--- src/rtl/pipeline_hazard_ctrl_pkg.sv ---
// rtl/pipeline_hazard_ctrl_pkg.sv - shared types and constants for the hazard controller
package hazard_pkg;

  localparam int REG_W = 5;

  typedef enum logic [1:0] {
    RUN   = 2'd0,
    STALL = 2'd1,
    FLUSH = 2'd2
  } hz_state_t;

  localparam logic [1:0] OVR_DECODE = 2'd0;
  localparam logic [1:0] OVR_FWD1   = 2'd1;
  localparam logic [1:0] OVR_FWD2   = 2'd2;

endpackage

--- src/rtl/pipeline_hazard_ctrl_if.sv ---
// rtl/pipeline_hazard_ctrl_if.sv - pipeline register taps and hazard control outputs
interface pipeline_hazard_ctrl_if
  import hazard_pkg::*;
#(
  parameter int CNT_W = 16
);

  logic [REG_W-1:0] IF_ID_RS1;
  logic [REG_W-1:0] IF_ID_RS2;
  logic [REG_W-1:0] ID_EX_RS1;
  logic [REG_W-1:0] ID_EX_RS2;
  logic             ID_EX_A_IS_RS1;
  logic             ID_EX_B_IS_RS2;
  logic [REG_W-1:0] ID_EX_RD;
  logic             ID_EX_MEMREAD2;
  logic [REG_W-1:0] EX_MS_RD;
  logic             EX_MS_REGWRITE;
  logic [REG_W-1:0] MS_WB_RD;
  logic             MS_WB_REGWRITE;
  logic [1:0]       PCSOURCE;

  logic [1:0]       OVERRIDE_A;
  logic [1:0]       OVERRIDE_B;
  logic             PC_WRITE;
  logic             IF_ID_WRITE;
  logic             IF_ID_FLUSH;
  logic             ID_EX_BUBBLE;
  logic [CNT_W-1:0] STALL_COUNT;
  logic [CNT_W-1:0] FLUSH_COUNT;

  modport master (
    output IF_ID_RS1, IF_ID_RS2, ID_EX_RS1, ID_EX_RS2, ID_EX_A_IS_RS1, ID_EX_B_IS_RS2,
           ID_EX_RD, ID_EX_MEMREAD2, EX_MS_RD, EX_MS_REGWRITE, MS_WB_RD, MS_WB_REGWRITE,
           PCSOURCE,
    input  OVERRIDE_A, OVERRIDE_B, PC_WRITE, IF_ID_WRITE, IF_ID_FLUSH, ID_EX_BUBBLE,
           STALL_COUNT, FLUSH_COUNT
  );

  modport slave (
    input  IF_ID_RS1, IF_ID_RS2, ID_EX_RS1, ID_EX_RS2, ID_EX_A_IS_RS1, ID_EX_B_IS_RS2,
           ID_EX_RD, ID_EX_MEMREAD2, EX_MS_RD, EX_MS_REGWRITE, MS_WB_RD, MS_WB_REGWRITE,
           PCSOURCE,
    output OVERRIDE_A, OVERRIDE_B, PC_WRITE, IF_ID_WRITE, IF_ID_FLUSH, ID_EX_BUBBLE,
           STALL_COUNT, FLUSH_COUNT
  );

endinterface

--- src/rtl/pipeline_hazard_ctrl_forward_sel.sv ---
// rtl/pipeline_hazard_ctrl_forward_sel.sv - operand forwarding select for one ALU input
module forward_sel
  import hazard_pkg::*;
(
  input  logic [REG_W-1:0] ex_rs,
  input  logic             use_rs,
  input  logic [REG_W-1:0] ex_ms_rd,
  input  logic             ex_ms_regwrite,
  input  logic [REG_W-1:0] ms_wb_rd,
  input  logic             ms_wb_regwrite,
  output logic [1:0]       sel
);

  // Youngest producer wins; x0 is never forwarded since it is hardwired zero.
  always_comb begin
    sel = OVR_DECODE;
    if (use_rs && ex_ms_regwrite && (ex_ms_rd != '0) && (ex_ms_rd == ex_rs)) begin
      sel = OVR_FWD1;
    end else if (use_rs && ms_wb_regwrite && (ms_wb_rd != '0) && (ms_wb_rd == ex_rs)) begin
      sel = OVR_FWD2;
    end
  end

endmodule

--- src/rtl/pipeline_hazard_ctrl.sv ---
// rtl/pipeline_hazard_ctrl.sv - forwarding, load-use stall and redirect flush sequencing
module pipeline_hazard_ctrl
  import hazard_pkg::*;
#(
  parameter int CNT_W = 16
) (
  input  logic                  HAZARD_CLOCK,
  input  logic                  HAZARD_RESET,
  pipeline_hazard_ctrl_if.slave hz
);

  localparam logic [CNT_W-1:0] CNT_ONE = 1;
  localparam logic [CNT_W-1:0] CNT_MAX = '1;

  hz_state_t        state;
  logic [CNT_W-1:0] stall_cnt;
  logic [CNT_W-1:0] flush_cnt;
  logic [1:0]       ovr_a;
  logic [1:0]       ovr_b;
  logic             lu;
  logic             br;
  logic             pc_write;
  logic             if_id_write;
  logic             if_id_flush;
  logic             id_ex_bubble;

  forward_sel u_fwd_a (
    .ex_rs          (hz.ID_EX_RS1),
    .use_rs         (hz.ID_EX_A_IS_RS1),
    .ex_ms_rd       (hz.EX_MS_RD),
    .ex_ms_regwrite (hz.EX_MS_REGWRITE),
    .ms_wb_rd       (hz.MS_WB_RD),
    .ms_wb_regwrite (hz.MS_WB_REGWRITE),
    .sel            (ovr_a)
  );

  forward_sel u_fwd_b (
    .ex_rs          (hz.ID_EX_RS2),
    .use_rs         (hz.ID_EX_B_IS_RS2),
    .ex_ms_rd       (hz.EX_MS_RD),
    .ex_ms_regwrite (hz.EX_MS_REGWRITE),
    .ms_wb_rd       (hz.MS_WB_RD),
    .ms_wb_regwrite (hz.MS_WB_REGWRITE),
    .sel            (ovr_b)
  );

  assign lu = hz.ID_EX_MEMREAD2 && (hz.ID_EX_RD != '0) &&
              ((hz.ID_EX_RD == hz.IF_ID_RS1) || (hz.ID_EX_RD == hz.IF_ID_RS2));
  assign br = (hz.PCSOURCE != 2'd0);

  // Pipeline enables for the current cycle; reset holds the front end frozen and flushed.
  always_comb begin
    pc_write     = 1'b1;
    if_id_write  = 1'b1;
    if_id_flush  = 1'b0;
    id_ex_bubble = 1'b0;
    if (HAZARD_RESET) begin
      pc_write     = 1'b0;
      if_id_write  = 1'b0;
      if_id_flush  = 1'b1;
      id_ex_bubble = 1'b1;
    end else begin
      case (state)
        RUN, STALL: begin
          if (br) begin
            if_id_flush  = 1'b1;
            id_ex_bubble = 1'b1;
          end else if (lu && (state == RUN)) begin
            pc_write     = 1'b0;
            if_id_write  = 1'b0;
            id_ex_bubble = 1'b1;
          end
        end
        FLUSH: begin
          if_id_flush  = 1'b1;
          id_ex_bubble = 1'b1;
        end
        default: begin
          if_id_flush  = 1'b1;
          id_ex_bubble = 1'b1;
        end
      endcase
    end
  end

  // Sequencer state plus saturating event counters; a redirect outranks a load-use stall.
  always_ff @(posedge HAZARD_CLOCK) begin
    if (HAZARD_RESET) begin
      state     <= RUN;
      stall_cnt <= '0;
      flush_cnt <= '0;
    end else begin
      case (state)
        RUN: begin
          if (br) begin
            state <= FLUSH;
            if (flush_cnt != CNT_MAX) flush_cnt <= flush_cnt + CNT_ONE;
          end else if (lu) begin
            state <= STALL;
            if (stall_cnt != CNT_MAX) stall_cnt <= stall_cnt + CNT_ONE;
          end
        end
        STALL: begin
          if (br) begin
            state <= FLUSH;
            if (flush_cnt != CNT_MAX) flush_cnt <= flush_cnt + CNT_ONE;
          end else begin
            state <= RUN;
          end
        end
        FLUSH:   state <= RUN;
        default: state <= RUN;
      endcase
    end
  end

  assign hz.OVERRIDE_A   = HAZARD_RESET ? OVR_DECODE : ovr_a;
  assign hz.OVERRIDE_B   = HAZARD_RESET ? OVR_DECODE : ovr_b;
  assign hz.PC_WRITE     = pc_write;
  assign hz.IF_ID_WRITE  = if_id_write;
  assign hz.IF_ID_FLUSH  = if_id_flush;
  assign hz.ID_EX_BUBBLE = id_ex_bubble;
  assign hz.STALL_COUNT  = stall_cnt;
  assign hz.FLUSH_COUNT  = flush_cnt;

endmodule

--- src/flat_wrapper.sv ---
// flat-port wrapper written by rule: the top's interface ports become plain ports
module pipeline_hazard_ctrl_flat import hazard_pkg::*;
#(
  parameter int CNT_W = 16
)
  (HAZARD_CLOCK, HAZARD_RESET, hz_IF_ID_RS1, hz_IF_ID_RS2, hz_ID_EX_RS1, hz_ID_EX_RS2, hz_ID_EX_A_IS_RS1, hz_ID_EX_B_IS_RS2, hz_ID_EX_RD, hz_ID_EX_MEMREAD2, hz_EX_MS_RD, hz_EX_MS_REGWRITE, hz_MS_WB_RD, hz_MS_WB_REGWRITE, hz_PCSOURCE, hz_OVERRIDE_A, hz_OVERRIDE_B, hz_PC_WRITE, hz_IF_ID_WRITE, hz_IF_ID_FLUSH, hz_ID_EX_BUBBLE, hz_STALL_COUNT, hz_FLUSH_COUNT);
  pipeline_hazard_ctrl_if #(.CNT_W(CNT_W)) hz_i ();
  input  logic HAZARD_CLOCK;
  input  logic HAZARD_RESET;
  input wire logic [$bits(hz_i.IF_ID_RS1)-1:0] hz_IF_ID_RS1;
  input wire logic [$bits(hz_i.IF_ID_RS2)-1:0] hz_IF_ID_RS2;
  input wire logic [$bits(hz_i.ID_EX_RS1)-1:0] hz_ID_EX_RS1;
  input wire logic [$bits(hz_i.ID_EX_RS2)-1:0] hz_ID_EX_RS2;
  input wire logic [$bits(hz_i.ID_EX_A_IS_RS1)-1:0] hz_ID_EX_A_IS_RS1;
  input wire logic [$bits(hz_i.ID_EX_B_IS_RS2)-1:0] hz_ID_EX_B_IS_RS2;
  input wire logic [$bits(hz_i.ID_EX_RD)-1:0] hz_ID_EX_RD;
  input wire logic [$bits(hz_i.ID_EX_MEMREAD2)-1:0] hz_ID_EX_MEMREAD2;
  input wire logic [$bits(hz_i.EX_MS_RD)-1:0] hz_EX_MS_RD;
  input wire logic [$bits(hz_i.EX_MS_REGWRITE)-1:0] hz_EX_MS_REGWRITE;
  input wire logic [$bits(hz_i.MS_WB_RD)-1:0] hz_MS_WB_RD;
  input wire logic [$bits(hz_i.MS_WB_REGWRITE)-1:0] hz_MS_WB_REGWRITE;
  input wire logic [$bits(hz_i.PCSOURCE)-1:0] hz_PCSOURCE;
  output wire logic [$bits(hz_i.OVERRIDE_A)-1:0] hz_OVERRIDE_A;
  output wire logic [$bits(hz_i.OVERRIDE_B)-1:0] hz_OVERRIDE_B;
  output wire logic [$bits(hz_i.PC_WRITE)-1:0] hz_PC_WRITE;
  output wire logic [$bits(hz_i.IF_ID_WRITE)-1:0] hz_IF_ID_WRITE;
  output wire logic [$bits(hz_i.IF_ID_FLUSH)-1:0] hz_IF_ID_FLUSH;
  output wire logic [$bits(hz_i.ID_EX_BUBBLE)-1:0] hz_ID_EX_BUBBLE;
  output wire logic [$bits(hz_i.STALL_COUNT)-1:0] hz_STALL_COUNT;
  output wire logic [$bits(hz_i.FLUSH_COUNT)-1:0] hz_FLUSH_COUNT;
  assign hz_i.IF_ID_RS1 = hz_IF_ID_RS1;
  assign hz_i.IF_ID_RS2 = hz_IF_ID_RS2;
  assign hz_i.ID_EX_RS1 = hz_ID_EX_RS1;
  assign hz_i.ID_EX_RS2 = hz_ID_EX_RS2;
  assign hz_i.ID_EX_A_IS_RS1 = hz_ID_EX_A_IS_RS1;
  assign hz_i.ID_EX_B_IS_RS2 = hz_ID_EX_B_IS_RS2;
  assign hz_i.ID_EX_RD = hz_ID_EX_RD;
  assign hz_i.ID_EX_MEMREAD2 = hz_ID_EX_MEMREAD2;
  assign hz_i.EX_MS_RD = hz_EX_MS_RD;
  assign hz_i.EX_MS_REGWRITE = hz_EX_MS_REGWRITE;
  assign hz_i.MS_WB_RD = hz_MS_WB_RD;
  assign hz_i.MS_WB_REGWRITE = hz_MS_WB_REGWRITE;
  assign hz_i.PCSOURCE = hz_PCSOURCE;
  assign hz_OVERRIDE_A = hz_i.OVERRIDE_A;
  assign hz_OVERRIDE_B = hz_i.OVERRIDE_B;
  assign hz_PC_WRITE = hz_i.PC_WRITE;
  assign hz_IF_ID_WRITE = hz_i.IF_ID_WRITE;
  assign hz_IF_ID_FLUSH = hz_i.IF_ID_FLUSH;
  assign hz_ID_EX_BUBBLE = hz_i.ID_EX_BUBBLE;
  assign hz_STALL_COUNT = hz_i.STALL_COUNT;
  assign hz_FLUSH_COUNT = hz_i.FLUSH_COUNT;
  pipeline_hazard_ctrl #(.CNT_W(CNT_W)) u_core (.HAZARD_CLOCK(HAZARD_CLOCK), .HAZARD_RESET(HAZARD_RESET), .hz(hz_i));
endmodule
--- config.mk ---
export PLATFORM = sky130hd
export DESIGN_NAME = pipeline_hazard_ctrl_flat
export DESIGN_NICKNAME = d
export VERILOG_FILES = /design/src/rtl/pipeline_hazard_ctrl_pkg.sv /design/src/rtl/pipeline_hazard_ctrl_if.sv /design/src/rtl/pipeline_hazard_ctrl_forward_sel.sv /design/src/rtl/pipeline_hazard_ctrl.sv /design/src/flat_wrapper.sv
export SDC_FILE = /design/constraint.sdc
export NUM_CORES = 1
export LEC_CHECK = 0
export ABC_AREA = 1
export CAP_MARGIN = 25
export CORE_MARGIN = 10
export CORE_UTILIZATION = 65
export CTS_CLUSTER_SIZE = 16
export DETAILED_ROUTE_END_ITERATION = 10
export DONT_BUFFER_PORTS = 1
export HOLD_SLACK_MARGIN = 0.15
export PLACE_DENSITY = 0.9
export SETUP_SLACK_MARGIN = 0.5
export SYNTH_ARGS = -nofsm -noshare
export SYNTH_HDL_FRONTEND = slang
export SYNTH_HIERARCHICAL = 1
export SYNTH_SLANG_ARGS = --single-unit
export TNS_END_PERCENT = 50
--- constraint.sdc ---
create_clock -name HAZARD_CLOCK -period 2.55 [get_ports HAZARD_CLOCK]
set_input_delay 0.3825 -clock HAZARD_CLOCK [delete_from_list [all_inputs] [get_ports HAZARD_CLOCK]]
set_output_delay 0.3825 -clock HAZARD_CLOCK [all_outputs]
set_load 0.02 [all_outputs]
* After elaboration in Yosys (flattened, before gate mapping)
Cells that the tools add are included.
** Operators by class
- Multiplexer cells :: 21
- Equal/unequal tests :: 10
- Reductions and logical operators :: 24
- Bitwise gates (word level) :: 1
- $add $sub $neg :: 2
** Operators with widths (count)
- $add A16 B1 Y16 const B :: 2
- $ne A16 B16 Y1 const B :: 2
- $eq A5 B5 Y1 :: 6
- $mux W2 :: 9
- $logic_and A1 B1 Y1 :: 15
- $reduce_bool A5 Y1 :: 3
- $mux W1 :: 11
- $pmux W2 S2 :: 1
- $reduce_and A4 Y1 :: 1
- $ne A3 B1 Y1 const B :: 1
- $reduce_and A3 Y1 :: 1
- $eq A2 B1 Y1 const B :: 1
- $logic_not A2 Y1 :: 1
- $reduce_bool A2 Y1 :: 1
- $reduce_or A2 Y1 :: 1
- $logic_or A1 B1 Y1 :: 1
- $not A1 Y1 :: 1
** Word-level totals
- Word-level logic and storage cells :: 61
- Input bits :: 44
- Bits in registers :: 34

* Longest topological paths before layout
- Word-level depth :: 8
- Gate-level depth with buffers :: 12

* By module
The synthesis kept the hierarchy.
** By module, submodules not included
- pipeline_hazard_ctrl :: cells each 351, times used 1, sequential area each 680.7 um^2, area each 2173.3 um^2
- forward_sel :: cells each 56, times used 2, sequential area each 0.0 um^2, area each 226.5 um^2

* Worst setup path after synthesis
OpenSTA, ideal clock, no wires.
- Path type :: input to output
- From :: input port hz_ID_EX_RD[4]
- To :: output port hz_PC_WRITE
- Slack :: 780 ps
- Cell stages on the path :: 9
- Data arrival time :: 1388 ps
- Path through :: inv_2 > nand3_1 > o21ai_0 > inv_1 > nand3_4 > buf_6 > nand2_1 > inv_1 > buf_4
** Between the ends
- Word-level cells in the longest chain between the ends :: 8
- Elaborated cells between the ends (all ways) :: 11
** RTL lines
- start: declaration :: RTL line flat_wrapper.sv:16 : input wire logic [$bits(hz_i.ID_EX_RD)-1:0] hz_ID_EX_RD;
- $eq A5 B5 Y1 or $reduce_bool A5 Y1 (tied branches) :: RTL line pipeline_hazard_ctrl.sv:48, pipeline_hazard_ctrl.sv:47
- $logic_or A1 B1 Y1 or $logic_and A1 B1 Y1 (tied branches) :: RTL line pipeline_hazard_ctrl.sv:48, pipeline_hazard_ctrl.sv:47
- $logic_and A1 B1 Y1 (*) :: RTL line pipeline_hazard_ctrl.sv:47 : assign lu = hz.ID_EX_MEMREAD2 && (hz.ID_EX_RD != '0) &&
- $logic_and A1 B1 Y1 (*) :: RTL line pipeline_hazard_ctrl.sv:68 : end else if (lu && (state == RUN)) begin
- $mux W1 (*) (4 in series)
- end: declaration :: RTL line flat_wrapper.sv:25 : output wire logic [$bits(hz_i.PC_WRITE)-1:0] hz_PC_WRITE;
Every way passes the cells marked *; elsewhere a longest branch is shown, timed or not.

* Final worst setup path
- From :: register u_core.flush_cnt[0] (netlist: u_core/hz.FLUSH_COUNT[0])
- To :: register u_core.flush_cnt[10] (netlist: u_core/hz.FLUSH_COUNT[10])
** Between the ends
- Word-level cells in the longest chain between the ends :: 2
- Elaborated cells between the ends (all ways) :: 3
** RTL lines
- start: declaration :: RTL line pipeline_hazard_ctrl.sv:17 : logic [CNT_W-1:0] flush_cnt;
- start signal: assignment :: RTL line pipeline_hazard_ctrl.sv:97 : if (flush_cnt != CNT_MAX) flush_cnt <= flush_cnt + CNT_ONE;
- start signal: assignment :: RTL line pipeline_hazard_ctrl.sv:106 : if (flush_cnt != CNT_MAX) flush_cnt <= flush_cnt + CNT_ONE;
- branches (longest 2 deep; another with $add A16 B1 Y16)
Parallel ways; which one is timed is not known.
A chain may end at the register's enable or synchronous reset.

==> flow_summary.json <==
{
  "num_antenna_cells": 0,
  "dp_hpwl_um": 5140,
  "detail_route.wl_per_cell_um": 12.7,
  "final_common_cell": "nand2_1",
  "fin_worst_skew_ns": 0.00652,
  "final_core_util": 0.697,
  "cts_hold_buffers": 0,
  "pin_count": 84,
  "start_kind": "flop",
  "grt_use_total": 0.182,
  "syn_to_final_growth_pct": 4.67,
  "max_freq_mhz": 528,
  "antenna_found_initial": 0,
  "r2r-start": "u_core/hz.FLUSH_COUNT[0]$_SDFFE_PP0P_",
  "yosys_register_bits": 34,
  "drc": 0,
  "clock_path_buffers": 2,
  "relSlewSlack": 0.714,
  "yosys.area_share.simple": 0.513,
  "synth_mux_area_frac": 0,
  "grt_max_degree": 19,
  "critPathKind": "reg -> reg",
  "yosysUniqueCellTypes": 36,
  "dieArea_um2": 6980,
  "hold_viol": 0,
  "r2r_cells": 8,
  "grt_pass1_vias": 2506,
  "path_max_fanout": 18,
  "max-cap-violations": 0,
  "yosysTopAreaCellShare": 0.259,
  "synth_top_family_by_area": "simple AND/OR/NAND/NOR gates",
  "wl_met3_um": 716,
  "synth_area_um2": 2630,
  "leakage_nw": 1.27,
  "die_x_um": 83.6,
  "placement.io_buffers": 0,
  "fin_tns_setup_ns": 0,
  "synth-compound-area-share": 0.0638,
  "worst_pin_slew_ns": 0.429,
  "grt_pass1_wl_um": 11100,
  "ff2ff_setup_slack_ns": 0.66,
  "htreeDepth": 2,
  "holdWs_ns": 0.160,
  "syn_nets": 509,
  "gp_congestion": 0.868,
  "clk_root_buffer_cell": "clkbuf_8",
  "layout_common_cells": "143 x nand2_1, 84 x nor2_1, 68 x inv_1, 34 x dfxtp_1, 23 x nand3_1",
  "fillers": 335,
  "synth_xor_area_frac": 0.0200,
  "insertion_delay_ns": 0.29,
  "hold_path_startpoint": "HAZARD_RESET",
  "final_area_um2": 2750,
  "drive_gt1_frac": 0.0925,
  "clk_pin_slew_worst_paths_ns": 0.06,
  "hold_path_class": "in -> reg",
  "p_per_area_nw_per_um2": 395,
  "dr_wl_met2_um": 3090,
  "syn-instance-count": 463,
  "top_layer": "met4",
  "yosysTopAreaCell": "dfxtp_1",
  "end_kind": "flop",
  "wl_met1_um": 2620,
  "drtAntennaViolNets": 0,
  "peakVddDrop_uv": 407,
  "ys_top_cells_by_area": "dfxtp_1 26%, nand2_1 20%, nor2_1 12%",
  "start_util": 0.666,
  "cp.required_ns": 2.70,
  "synthAdderAreaFrac": 0.00953,
  "dr.pass1.iters": 4,
  "die_h_um": 83.6,
  "r2r_end": "u_core/hz.FLUSH_COUNT[10]$_SDFFE_PP0P_",
  "hold_depth": 1,
  "cp.arrival_ns": 2.04,
  "postRouteWirelength_um": 6550,
  "via_count": 2696,
  "syn_avg_cell_area_um2": 5.67,
  "layout_min_cycle_time_ns": 1.89,
  "grt-ovfl-total": 0,
  "placed_area_um2": 2650,
  "clkSinkCount": 34,
  "seq_area_frac_synth": 0.259,
  "nets": 512,
  "rows": 23,
  "cts_buffers": 5,
  "status": "completed",
  "drt_iter0_drc": 168,
  "holdPathEnd": "u_core/hz.FLUSH_COUNT[8]$_SDFFE_PP0P_",
  "slew_viol_final": 0,
  "rsz0062_at_grt": "true",
  "setup_viol": 0,
  "avgViaCountPerCell": 5.23,
  "yosys_warnings": 6,
  "fin_crit_sh": 0.742,
  "core_area_um2": 3940,
  "power_mw": 1.09,
  "cts_tree": "done"
}
layout make-up:
type / count / area (um^2) / share of cell area
Tap cell: 50 / 62.6 / 0.0228
Sequential cell: 34 / 681 / 0.248
Inverter: 83 / 312 / 0.113
Timing Repair Buffer: 2 / 15.0 / 0.00546
Clock buffer: 6 / 82.6 / 0.0300
Multi-Input combinational cell: 340 / 1600 / 0.581
how the worst max path moves through the flow:
stage / startpoint / to / cells after the start
final: u_core/hz.FLUSH_COUNT[0]$_SDFFE_PP0P_ / u_core/hz.FLUSH_COUNT[10]$_SDFFE_PP0P_ / 8
after detailed placement: u_core/hz.FLUSH_COUNT[0]$_SDFFE_PP0P_ / u_core/hz.FLUSH_COUNT[10]$_SDFFE_PP0P_ / 8
after global routing: u_core/hz.FLUSH_COUNT[0]$_SDFFE_PP0P_ / u_core/hz.FLUSH_COUNT[3]$_SDFFE_PP0P_ / 8
after floorplan: hz_ID_EX_RD[4] / hz_PC_WRITE / 9
after CTS: u_core/state[0]$_SDFFE_PP0P_ / hz_PC_WRITE / 4
after global placement: u_core/hz.FLUSH_COUNT[0]$_SDFFE_PP0P_ / u_core/hz.FLUSH_COUNT[10]$_SDFFE_PP0P_ / 8
state kept, by name, summed over array words and instances, names as in the netlist:
register	cells
u_core/hz.STALL_COUNT	16
u_core/hz.FLUSH_COUNT	16
u_core/state	2
what timing repair did:
action / CTS / global route
pin swaps: 1 / 1
setup endpoints to repair: 2 / 7
gates resized for setup: 0 / 1
buffers inserted: 0 / 1
worst max-delay path, cell delays in order (launching register included):
cell and delay [ns]:
dfxtp_1 0.51, ha_1 0.25, nand3_1 0.12, nor2_1 0.21, nand3_1 0.14, nand2_4 0.21
nor2_1 0.11, o21ai_0 0.15, a21oi_1 0.06
stage by stage:
step / cells / setup WS [ns]
floorplan: 463 / 0.780
global placement: 508 / 0.695
detailed placement: 508 / 0.611
CTS: 514 / 0.504
global route: 515 / 0.483
finish: 515 / 0.658
Yosys cell counts (all sizes together):
cell type,number
o21bai,1
nor3,15
nand3,25
dfxtp,34
inv,81
o21ai,13
nor4,2
xor2,4
nor3b,1
buf,4
nand4,15
clkbuf,2
ha,2
a21oi,14
clkinv,2
nand2,147
xnor2,2
a211oi,1
nand3b,1
nor2,95
a31oi,1
o31ai,1
routing by layer:
layer  up-vias  GRT usage
li1       1435          -
met1      1160      0.187
met2        87      0.318
met3        14     0.0811
met4         0     0.0639
met5         -          0
cells by family after synthesis:
kind of cell,Yosys count
simple gates,301
buf+inv,89
flops,34
compound gates,31
xor+xnor,6
fa+ha+maj,2
report_power, final:
group          total, mW  internal [mW]  switching [mW]
sequential         0.553          0.538          0.0150
combinational      0.140         0.0506          0.0894
clock              0.392          0.208           0.184
total               1.08          0.796           0.289
No activity file was read; power rests on OpenSTA's default activity.
